--- src/rtl/btn_pulser_pkg.sv ---
// ---------------------------------------------------------------------------
// btn_pkg
// Shared definitions for the pushbutton conditioner and other front-panel
// logic (the display multiplexer refresh reuses msToCycles).
//   - 3-bit FSM state encodings for btn_pulser
//   - msToCycles: converts a millisecond interval into clock cycles,
//     clamped to at least one cycle so very slow clocks still behave
// ---------------------------------------------------------------------------
package btn_pkg;

  localparam logic [2:0] ST_IDLE         = 3'd0;
  localparam logic [2:0] ST_PRESS_WAIT   = 3'd1;
  localparam logic [2:0] ST_PRESSED      = 3'd2;
  localparam logic [2:0] ST_REPEAT       = 3'd3;
  localparam logic [2:0] ST_RELEASE_WAIT = 3'd4;

  // Divide first so large clock rates cannot overflow a 32-bit int.
  function automatic int msToCycles(input int freqHz, input int ms);
    int cyc;
    cyc = (freqHz / 1000) * ms;
    return (cyc < 1) ? 1 : cyc;
  endfunction

endpackage

--- src/rtl/btn_pulser_if.sv ---
// ---------------------------------------------------------------------------
// btn_pulser_if
// Bundles one button's raw pin and its conditioned outputs.
//   i_button  raw asynchronous pin (driven by the board/master side)
//   o_level   debounced pressed level, 1 = pressed
//   o_pulse   one-cycle strobe for press and auto-repeat events
//   o_repeat  high while the auto-repeat phase is active
// Modports: master = pin source / event consumer, slave = btn_pulser.
// ---------------------------------------------------------------------------
interface btn_pulser_if;

  logic i_button;
  logic o_level;
  logic o_pulse;
  logic o_repeat;

  modport master (output i_button, input o_level, input o_pulse, input o_repeat);
  modport slave  (input i_button, output o_level, output o_pulse, output o_repeat);

endinterface

--- src/rtl/btn_pulser_sync2.sv ---
// ---------------------------------------------------------------------------
// sync2
// Two-flop synchroniser for any asynchronous input pin.
//   i_clk    destination clock
//   i_rst_n  asynchronous active-low reset
//   i_d      asynchronous input
//   o_q      synchronised output (two cycles of latency)
// RESET_VAL sets what both flops hold during reset, normally the idle level
// of the pin so that reset release never looks like an input event.
// ---------------------------------------------------------------------------
module sync2 #(
  parameter logic RESET_VAL = 1'b0
) (
  input  logic i_clk,
  input  logic i_rst_n,
  input  logic i_d,
  output logic o_q
);

  logic meta_q;
  logic sync_q;

  // First flop may go metastable; the second gives it a full cycle to settle
  // before anything downstream looks at the value.
  always_ff @(posedge i_clk or negedge i_rst_n) begin
    if (!i_rst_n) begin
      meta_q <= RESET_VAL;
      sync_q <= RESET_VAL;
    end else begin
      meta_q <= i_d;
      sync_q <= meta_q;
    end
  end

  assign o_q = sync_q;

endmodule

--- src/rtl/btn_pulser.sv ---
// ---------------------------------------------------------------------------
// btn_pulser
// Conditions one raw pushbutton: synchronise, debounce, and emit one
// clock-wide pulse per press, optionally followed by auto-repeat pulses.
//   i_clk    system clock, all state on the rising edge
//   i_rst_n  asynchronous active-low reset
//   bus      btn_pulser_if.slave: i_button in, o_level/o_pulse/o_repeat out
// Parameters: FREQ (Hz), DEBOUNCE_MS, REPEAT_DELAY_MS, REPEAT_RATE_MS,
// ACTIVE_LOW (1 = pin reads 0 when pressed).
// Macro BTN_PULSER_REPEAT_EN: when defined, compiles in the REPEAT state and
// repeat counter; otherwise one pulse per press and o_repeat is tied low.
// ---------------------------------------------------------------------------
module btn_pulser
  import btn_pkg::*;
#(
  parameter int FREQ            = 27_000_000,
  parameter int DEBOUNCE_MS     = 10,
  parameter int REPEAT_DELAY_MS = 500,
  parameter int REPEAT_RATE_MS  = 100,
  parameter int ACTIVE_LOW      = 0
) (
  input  logic       i_clk,
  input  logic       i_rst_n,
  btn_pulser_if.slave bus
);

  localparam int              DB_CYC  = msToCycles(FREQ, DEBOUNCE_MS);
  localparam int              DB_W    = $clog2(DB_CYC) + 1;
  // A wait state spends exactly DB_CYC cycles counting 0..DB_CYC-1.
  localparam logic [DB_W-1:0] DB_LAST = DB_W'(DB_CYC - 1);

`ifdef BTN_PULSER_REPEAT_EN
  localparam int              RD_CYC  = msToCycles(FREQ, REPEAT_DELAY_MS);
  localparam int              RR_CYC  = msToCycles(FREQ, REPEAT_RATE_MS);
  localparam int              RP_MAX  = (RD_CYC > RR_CYC) ? RD_CYC : RR_CYC;
  localparam int              RP_W    = $clog2(RP_MAX) + 1;
  localparam logic [RP_W-1:0] RD_LAST = RP_W'(RD_CYC - 1);
  localparam logic [RP_W-1:0] RR_LAST = RP_W'(RR_CYC - 1);
`endif

  logic            pinNorm;
  logic            sBtn;
  logic [2:0]      state_q,  state_d;
  logic [DB_W-1:0] dbCnt_q,  dbCnt_d;
  logic            level_q,  level_d;
  logic            pulse_q,  pulse_d;
`ifdef BTN_PULSER_REPEAT_EN
  logic [RP_W-1:0] rpCnt_q,   rpCnt_d;
  logic            fromRep_q, fromRep_d;
  logic            repeat_q,  repeat_d;
`else
  // Repeat settings are accepted for drop-in compatibility but go nowhere.
  logic [34:0]     unusedRepeatCfg;
  assign unusedRepeatCfg = {32'(REPEAT_DELAY_MS ^ REPEAT_RATE_MS), ST_REPEAT};
`endif

  // Normalise polarity so everything after this point sees 1 = pressed.
  assign pinNorm = (ACTIVE_LOW != 0) ? ~bus.i_button : bus.i_button;

  sync2 #(.RESET_VAL(1'b0)) u_sync (
    .i_clk  (i_clk),
    .i_rst_n(i_rst_n),
    .i_d    (pinNorm),
    .o_q    (sBtn)
  );

  // Next-state logic. Wait states count consecutive stable samples and fall
  // back the moment the level disagrees, so bounce always restarts the count.
  // RELEASE_WAIT remembers where it came from so a release glitch resumes
  // the held phase with the repeat counter untouched.
  always_comb begin
    state_d   = state_q;
    dbCnt_d   = dbCnt_q;
    level_d   = level_q;
    pulse_d   = 1'b0;
`ifdef BTN_PULSER_REPEAT_EN
    rpCnt_d   = rpCnt_q;
    fromRep_d = fromRep_q;
    repeat_d  = repeat_q;
`endif
    case (state_q)
      ST_IDLE: begin
        if (sBtn) begin
          state_d = ST_PRESS_WAIT;
          dbCnt_d = '0;
        end
      end
      ST_PRESS_WAIT: begin
        if (!sBtn) begin
          state_d = ST_IDLE;
        end else if (dbCnt_q == DB_LAST) begin
          state_d = ST_PRESSED;
          level_d = 1'b1;
          pulse_d = 1'b1;
`ifdef BTN_PULSER_REPEAT_EN
          rpCnt_d = '0;
`endif
        end else begin
          dbCnt_d = dbCnt_q + DB_W'(1);
        end
      end
      ST_PRESSED: begin
        if (!sBtn) begin
          state_d   = ST_RELEASE_WAIT;
          dbCnt_d   = '0;
`ifdef BTN_PULSER_REPEAT_EN
          fromRep_d = 1'b0;
        end else if (rpCnt_q == RD_LAST) begin
          state_d   = ST_REPEAT;
          pulse_d   = 1'b1;
          repeat_d  = 1'b1;
          rpCnt_d   = '0;
        end else begin
          rpCnt_d   = rpCnt_q + RP_W'(1);
`endif
        end
      end
`ifdef BTN_PULSER_REPEAT_EN
      ST_REPEAT: begin
        if (!sBtn) begin
          state_d   = ST_RELEASE_WAIT;
          dbCnt_d   = '0;
          fromRep_d = 1'b1;
        end else if (rpCnt_q == RR_LAST) begin
          pulse_d   = 1'b1;
          rpCnt_d   = '0;
        end else begin
          rpCnt_d   = rpCnt_q + RP_W'(1);
        end
      end
`endif
      ST_RELEASE_WAIT: begin
        if (sBtn) begin
`ifdef BTN_PULSER_REPEAT_EN
          state_d  = fromRep_q ? ST_REPEAT : ST_PRESSED;
`else
          state_d  = ST_PRESSED;
`endif
        end else if (dbCnt_q == DB_LAST) begin
          state_d  = ST_IDLE;
          level_d  = 1'b0;
`ifdef BTN_PULSER_REPEAT_EN
          repeat_d = 1'b0;
`endif
        end else begin
          dbCnt_d  = dbCnt_q + DB_W'(1);
        end
      end
      default: state_d = ST_IDLE;
    endcase
  end

  // State and output registers; outputs are registered so o_pulse is a
  // clean single-cycle strobe and nothing toggles while in reset.
  always_ff @(posedge i_clk or negedge i_rst_n) begin
    if (!i_rst_n) begin
      state_q   <= ST_IDLE;
      dbCnt_q   <= '0;
      level_q   <= 1'b0;
      pulse_q   <= 1'b0;
`ifdef BTN_PULSER_REPEAT_EN
      rpCnt_q   <= '0;
      fromRep_q <= 1'b0;
      repeat_q  <= 1'b0;
`endif
    end else begin
      state_q   <= state_d;
      dbCnt_q   <= dbCnt_d;
      level_q   <= level_d;
      pulse_q   <= pulse_d;
`ifdef BTN_PULSER_REPEAT_EN
      rpCnt_q   <= rpCnt_d;
      fromRep_q <= fromRep_d;
      repeat_q  <= repeat_d;
`endif
    end
  end

  assign bus.o_level  = level_q;
  assign bus.o_pulse  = pulse_q;
`ifdef BTN_PULSER_REPEAT_EN
  assign bus.o_repeat = repeat_q;
`else
  assign bus.o_repeat = 1'b0;
`endif

endmodule
--- src/flat_wrapper.sv ---
// flat-port wrapper written by rule: the top's interface ports become plain ports
module btn_pulser_flat import btn_pkg::*;
#(
  parameter int FREQ            = 27_000_000,
  parameter int DEBOUNCE_MS     = 10,
  parameter int REPEAT_DELAY_MS = 500,
  parameter int REPEAT_RATE_MS  = 100,
  parameter int ACTIVE_LOW      = 0
)
  (i_clk, i_rst_n, bus_i_button, bus_o_level, bus_o_pulse, bus_o_repeat);
  btn_pulser_if bus_i ();
  input  logic i_clk;
  input  logic i_rst_n;
  input wire logic [$bits(bus_i.i_button)-1:0] bus_i_button;
  output wire logic [$bits(bus_i.o_level)-1:0] bus_o_level;
  output wire logic [$bits(bus_i.o_pulse)-1:0] bus_o_pulse;
  output wire logic [$bits(bus_i.o_repeat)-1:0] bus_o_repeat;
  assign bus_i.i_button = bus_i_button;
  assign bus_o_level = bus_i.o_level;
  assign bus_o_pulse = bus_i.o_pulse;
  assign bus_o_repeat = bus_i.o_repeat;
  btn_pulser #(.FREQ(FREQ), .DEBOUNCE_MS(DEBOUNCE_MS), .REPEAT_DELAY_MS(REPEAT_DELAY_MS), .REPEAT_RATE_MS(REPEAT_RATE_MS), .ACTIVE_LOW(ACTIVE_LOW)) u_core (.i_clk(i_clk), .i_rst_n(i_rst_n), .bus(bus_i));
endmodule
--- config.mk ---
export PLATFORM = sky130hd
export DESIGN_NAME = btn_pulser_flat
export DESIGN_NICKNAME = d
export VERILOG_FILES = /design/src/rtl/btn_pulser_pkg.sv /design/src/rtl/btn_pulser_if.sv /design/src/rtl/btn_pulser_sync2.sv /design/src/rtl/btn_pulser.sv /design/src/flat_wrapper.sv
export SDC_FILE = /design/constraint.sdc
export NUM_CORES = 1
export LEC_CHECK = 0
export ABC_AREA = 0
export BUFFER_PORTS_ARGS = -buffer_cell sky130_fd_sc_hd__buf_2
export CORE_AREA = 2 2 63 65
export DETAILED_ROUTE_END_ITERATION = 7
export DIE_AREA = 0 0 65 67
export GPL_TIMING_DRIVEN = 0
export PLACE_DENSITY = 0.72
export SETUP_SLACK_MARGIN = 0.02
export SLEW_MARGIN = 0
export SYNTH_ARGS = -nofsm -noshare
export SYNTH_HDL_FRONTEND = slang
export SYNTH_HIERARCHICAL = 1
export SYNTH_SLANG_ARGS = --single-unit
export TNS_END_PERCENT = 100
--- constraint.sdc ---
create_clock -name i_clk -period 2 [get_ports i_clk]
set_clock_uncertainty 0.15 [all_clocks]
set_input_delay 0.1 -clock i_clk [delete_from_list [all_inputs] [get_ports i_clk]]
set_output_delay 0.1 -clock i_clk [all_outputs]
set_load 0.01 [all_outputs]
### Word level (Yosys, flattened, before mapping)

Index checks and enable logic that the tools add are counted.

| storage, ports and cells | value |
|---|---|
| register bits after elaboration | 27 |
| input port bits | 3 |
| logic and storage cells | 46 |

| operators by class | value |
|---|---|
| reductions and logical operators | 6 |
| equal/unequal tests | 12 |
| $add $sub $neg | 1 |
| multiplexer cells | 21 |

Operator list:

| operator | count |
|---|---|
| two-way mux 20 bit | 5 |
| case mux 20 bit (4 select lines) | 1 |
| adder 20 x 1 -> 20 bit (second input constant) | 1 |
| equality test 20 x 19 -> 1 bit (second input constant) | 1 |
| two-way mux 3 bit | 6 |
| case mux 3 bit (4 select lines) | 1 |
| AND reduction 5 bit | 2 |
| != test 2 bit (second input constant) | 4 |
| two-way mux 1 bit | 7 |
| != test 3 x 2 -> 1 bit (second input constant) | 2 |
| != test 2 x 1 -> 1 bit (second input constant) | 2 |
| AND reduction 4 bit | 1 |
| nonzero test 4 bit | 1 |
| equality test 3 x 1 -> 1 bit (second input constant) | 1 |
| equality test 3 x 2 -> 1 bit (second input constant) | 1 |
| equality test 3 bit (second input constant) | 1 |
| logical NOT 3 bit | 1 |
| case mux 1 bit (2 select lines) | 1 |
| nonzero test 2 bit | 1 |

### Longest topological paths before layout

| depth | value |
|---|---|
| depth in word-level cells | 4 |
| depth in mapped cells | 7 |
| depth with buffers taken out | 6 |

### Modules after synthesis

The synthesis kept the hierarchy.

Modules (own cells, without submodules):

| module | times used | area each (um^2) | cells an instance |
|---|---|---|---|
| btn_pulser | 1 | 1525.2 | 168 |
| sync2 | 1 | 50.0 | 2 |

### Worst setup path before layout

No wires, ideal clock.

| timing | value |
|---|---|
| path kind | register -> register |
| start | reg u_core.dbCnt_q[0] |
| end | reg u_core.dbCnt_q[16] |
| data required time | 1.786 ns |
| setup time | 0.064 ns |
| stages on the path, launching flop included | 8 |
| slack | -0.133 ns |
| data arrival time | 1.920 ns |
| cell sequence | dfrtp_1 > ha_1 > nand4_2 > or4_1 > clkbuf_1 > or3_1 > a21oi_1 > a21o_1 |

| between the ends | value |
|---|---|
| word-level cells in the longest chain between the ends | 4 |

Ends and longest elaborated chain:

| item | line | RTL |
|---|---|---|
| start, declared | btn_pulser.sv:44 | `logic [DB_W-1:0] dbCnt_q, dbCnt_d;` |
| start signal, assigned | btn_pulser.sv:168 | `dbCnt_q <= dbCnt_d;` |
| adder 20 x 1 -> 20 bit / equality test 20 x 19 -> 1 bit (equally long branches) | - |  |
| two-way mux 20 bit (*) | btn_pulser.sv:91, btn_pulser.sv:139 |  |
| two-way mux 20 bit (on tied branches) | btn_pulser.sv:133, btn_pulser.sv:89 |  |
| case mux 20 bit (4 select lines) (*) | btn_pulser.sv:81 | `case (state_q)` |

Mark *: on every way between the ends. The rest lies on a longest branch, timed or not. The select of a mux whose other input is x is not followed.
A chain may end at the register's enable or synchronous reset.

### Worst setup path in the final report

| timing | value |
|---|---|
| start | reg u_core.dbCnt_q[16] |
| end | reg u_core.dbCnt_q[7] |

| between the ends | value |
|---|---|
| word-level cells in the longest chain between the ends | 4 |

Ends and longest elaborated chain:

| item | line |
|---|---|
| equality test 20 x 19 -> 1 bit (*) | btn_pulser.sv:91, btn_pulser.sv:139 |
| two-way mux 20 bit (*) | - |
| two-way mux 20 bit (on tied branches) | - |
| case mux 20 bit (4 select lines) (*) | - |

Marked as above.

==> results.json <==
{
  "outcome": "finished with violations",
  "violations": "setup timing",
  "relSlewSlack_pct": 58.4,
  "die_x_microns": 65,
  "coreArea_sq_mm": 0.00361,
  "grt_pass1_wl_microns": 7120,
  "fmax_ghz": 0.443,
  "async_flop_share_pct": 100,
  "fin_crit_sh_pct": 113,
  "ys_top_cells_by_area": "dfrtp_1 (43%), a211o_1 (4.4%), nor3_1 (3.8%)",
  "drt_iter0_markers": 127,
  "rsz0062_at_grt": "yes",
  "drv_cap": 0,
  "startpoint_type": "register",
  "dpl-instance-area_sq_mm": 0.00175,
  "avgSynthCellArea_sq_um": 9.27,
  "gr-total-overflow": 0,
  "clk_latency_ns": 0.28,
  "track_usage_pct": 21.4,
  "cts_tree": "done",
  "numClockSinks": 27,
  "ys.flop_type": "dfrtp_1",
  "setup_viol": 22,
  "portBuffers": 4,
  "synth-edff-count": 0,
  "design_area_sq_mm": 0.00226,
  "synth.ff_latch_count": 27,
  "multiInputGateArea_sq_mm": 0.00102,
  "cts_buffer_depth": 2,
  "dp_hpwl_microns": 2340,
  "hold_violations": 0,
  "gp_congestion": 0.820,
  "vias_per_cell": 6.11,
  "drt-pass1-iter-count": 4,
  "nets": 216,
  "syn-instance-count": 170,
  "drive_above_1_share_pct": 46.4,
  "cpPeakStageDelay_ns": 0.48,
  "final_antenna_net_count": 0,
  "worst_slack_ns": -0.259,
  "cts_max_level": 1,
  "num_vias": 1582,
  "cts_buffers": 3,
  "start_util_pct": 43.7,
  "finalWirelength_microns": 4580,
  "slew_viol_final": 0,
  "drc": 0,
  "root_buffer": "clkbuf_8",
  "grt_max_degree": 28,
  "cp_max_fo": 6,
  "ys_types": 47,
  "synth_area_sq_mm": 0.00158,
  "first_global_vias": 1536,
  "rows": 22,
  "synth_top_area_share_pct": 42.9,
  "p_per_area_mw_per_mm2": 441,
  "fillers": 275,
  "area_delta_synth_final_pct": 43.6,
  "cp.required_ns": 2.02,
  "cp-end-kind": "register",
  "die_area_sq_mm": 0.00436,
  "path_clk_slew_ns": 0.10,
  "worst_pin_slew_ns": 0.625,
  "io_pins": 6,
  "setup.worst_path.class": "register to register",
  "yosys.area.top_type": "dfrtp_1",
  "final.min_clock_period_ns": 2.26,
  "hold_class": "input port to async pin",
  "post-place-ws_ns": -0.322,
  "syn_nets": 174,
  "path_cells": "nor4b_4 -> nand4_1 -> buf_4 -> o211ai_4 -> buf_2 -> nor3_2 -> a211o_1",
  "arrival_ns": 2.28,
  "diodes": 0,
  "wl_per_cell_microns": 17.7,
  "cp_slowest_cell": "dfrtp_2",
  "antenna_found_initial": 0,
  "yosysSeqAreaShare_pct": 42.9,
  "seq_area_sq_um": 691,
  "die_h_microns": 67,
  "yosys_warnings": 6,
  "p_leak_nw": 1.03,
  "max-vdd-ir-drop_uv": 325
}
## worst max-delay path: cells and delay by family, from the launching register on
family | cells | cell delay (ns)
buffers and inverters | 2 | 0.46
AO/OA/AOI/OAI | 2 | 0.49
flip-flops | 1 | 0.48
AND/OR/NAND/NOR | 3 | 0.58
## cells in the final DEF, fill, tap and decap left out, types with 3 or more instances in the layout
cell type	netlist	layout
and3_1	8	4
nand3_1	9	8
nand2_1	7	7
nor3_1	12	6
buf_2	2	5
nor2_1	8	7
nand4_1	3	3
clkbuf_8	0	4
buf_4	2	29
a211o_1	8	8
or3_2	3	3
a221o_1	4	4
nor3b_2	0	3
dfrtp_1	27	15
dfrtp_2	0	12
nor3_2	0	5
and3_4	0	5
inv_1	8	8
a21o_1	6	6
a21oi_1	8	8
o21ai_0	9	8
buf_6	0	8
## routing by layer
| metal | global-route usage, % | vias to the layer above | routed length (microns) |
|---|---|---|---|
| li1 | - | 725 | - |
| met1 | 25.4 | 772 | 1840 |
| met2 | 38.3 | 66 | 2340 |
| met3 | 2.70 | 19 | 236 |
| met4 | 10.1 | 0 | 163 |
| met5 | 0 | - | 0 |
## Yosys cell counts (all sizes together) (2+ instances only)
| cell type | n |
|---|---|
| nor4 | 2 |
| nand4 | 4 |
| a211o | 9 |
| o21ai | 9 |
| buf | 4 |
| nor4b | 3 |
| nor3b | 5 |
| nand3 | 10 |
| inv | 8 |
| nor3 | 12 |
| clkbuf | 7 |
| o211a | 2 |
| nor2 | 8 |
| or3 | 6 |
| o211ai | 2 |
| and3 | 9 |
| a21o | 6 |
| or4 | 2 |
| a221o | 4 |
| dfrtp | 27 |
| nand2 | 7 |
| a21oi | 8 |
## timing repair
action | CTS | global route
hold buffers | 2 | 0
gates resized for setup | 32 | 18
hold endpoints to repair | 28 | 0
gates cloned | 1 | 1
pin swaps | 22 | 11
endpoints found under the setup margin | 22 | 23
setup buffers | 24 | 9
## cells by family after synthesis
kind of cell | count (synthesis) | share of synthesized area (%)
fa+ha+maj | 1 | 0.794
simple gates | 75 | 28.6
mux | 1 | 0.715
flops | 27 | 42.9
buf+inv | 19 | 5.32
other cells | 1 | 0.238
compound gates | 46 | 21.4
## layout make-up
cell class	count	share of cell area [%]
inverter	8	1.33
tap	48	2.65
timing repair buffer	40	14.7
clock inverter	1	0.332
buffer	8	3.48
clock buffer	3	1.83
multi-input combinational	124	45.1
sequential	27	30.5
## per-stage QoR
stage	hold slack, ns	total power (W)	utilization, %	setup TNS [ns]	std cells
floorplan	-0.346	0.000615	-	-0.514	170
global placement	-0.00704	0.000639	48.4	-4.08	222
CTS	0.209	0.000995	59.3	-2.97	252
global route	0.234	0.00105	62.7	-5.95	259
finish	0.207	0.000997	62.7	-4.80	259
detailed placement	0.00229	0.000641	48.4	-4.60	222
## worst paths after layout
kind	from	endpoint	slack, ns	cells after the start
setup / recovery	u_core/dbCnt_q[16]$_DFFE_PN0P_	u_core/dbCnt_q[7]$_DFFE_PN0P_	-0.26	7
hold / removal	i_rst_n	u_core/state_q[2]$_DFFE_PN0P_	0.21	2
setup reg to reg	u_core/dbCnt_q[16]$_DFFE_PN0P_	u_core/dbCnt_q[7]$_DFFE_PN0P_	-0.26	7
hold reg to reg	u_core/u_sync/meta_q$_DFF_PN0_	u_core/u_sync/o_q$_DFF_PN0_	0.21	0
max in group asynchronous	i_rst_n	u_core/dbCnt_q[3]$_DFFE_PN0P_	1.04	2
min in group i_clk	u_core/u_sync/meta_q$_DFF_PN0_	u_core/u_sync/o_q$_DFF_PN0_	0.21	0
## power by group
| part | switching (W) | internal (W) | total [W] |
|---|---|---|---|
| clock network | 0.000183 | 0.000142 | 0.000325 |
| registers | 0.0000141 | 0.000554 | 0.000568 |
| logic | 0.0000529 | 0.0000504 | 0.000103 |
## state kept, by name, summed over array words and instances (netlist names)
| register | count |
|---|---|
| u_core/u_sync/meta_q | 1 |
| u_core/bus.o_level | 1 |
| u_core/state_q | 3 |
| u_core/u_sync/o_q | 1 |
| u_core/bus.o_pulse | 1 |
| u_core/dbCnt_q | 20 |
No activity file was read; power rests on OpenSTA's default activity.
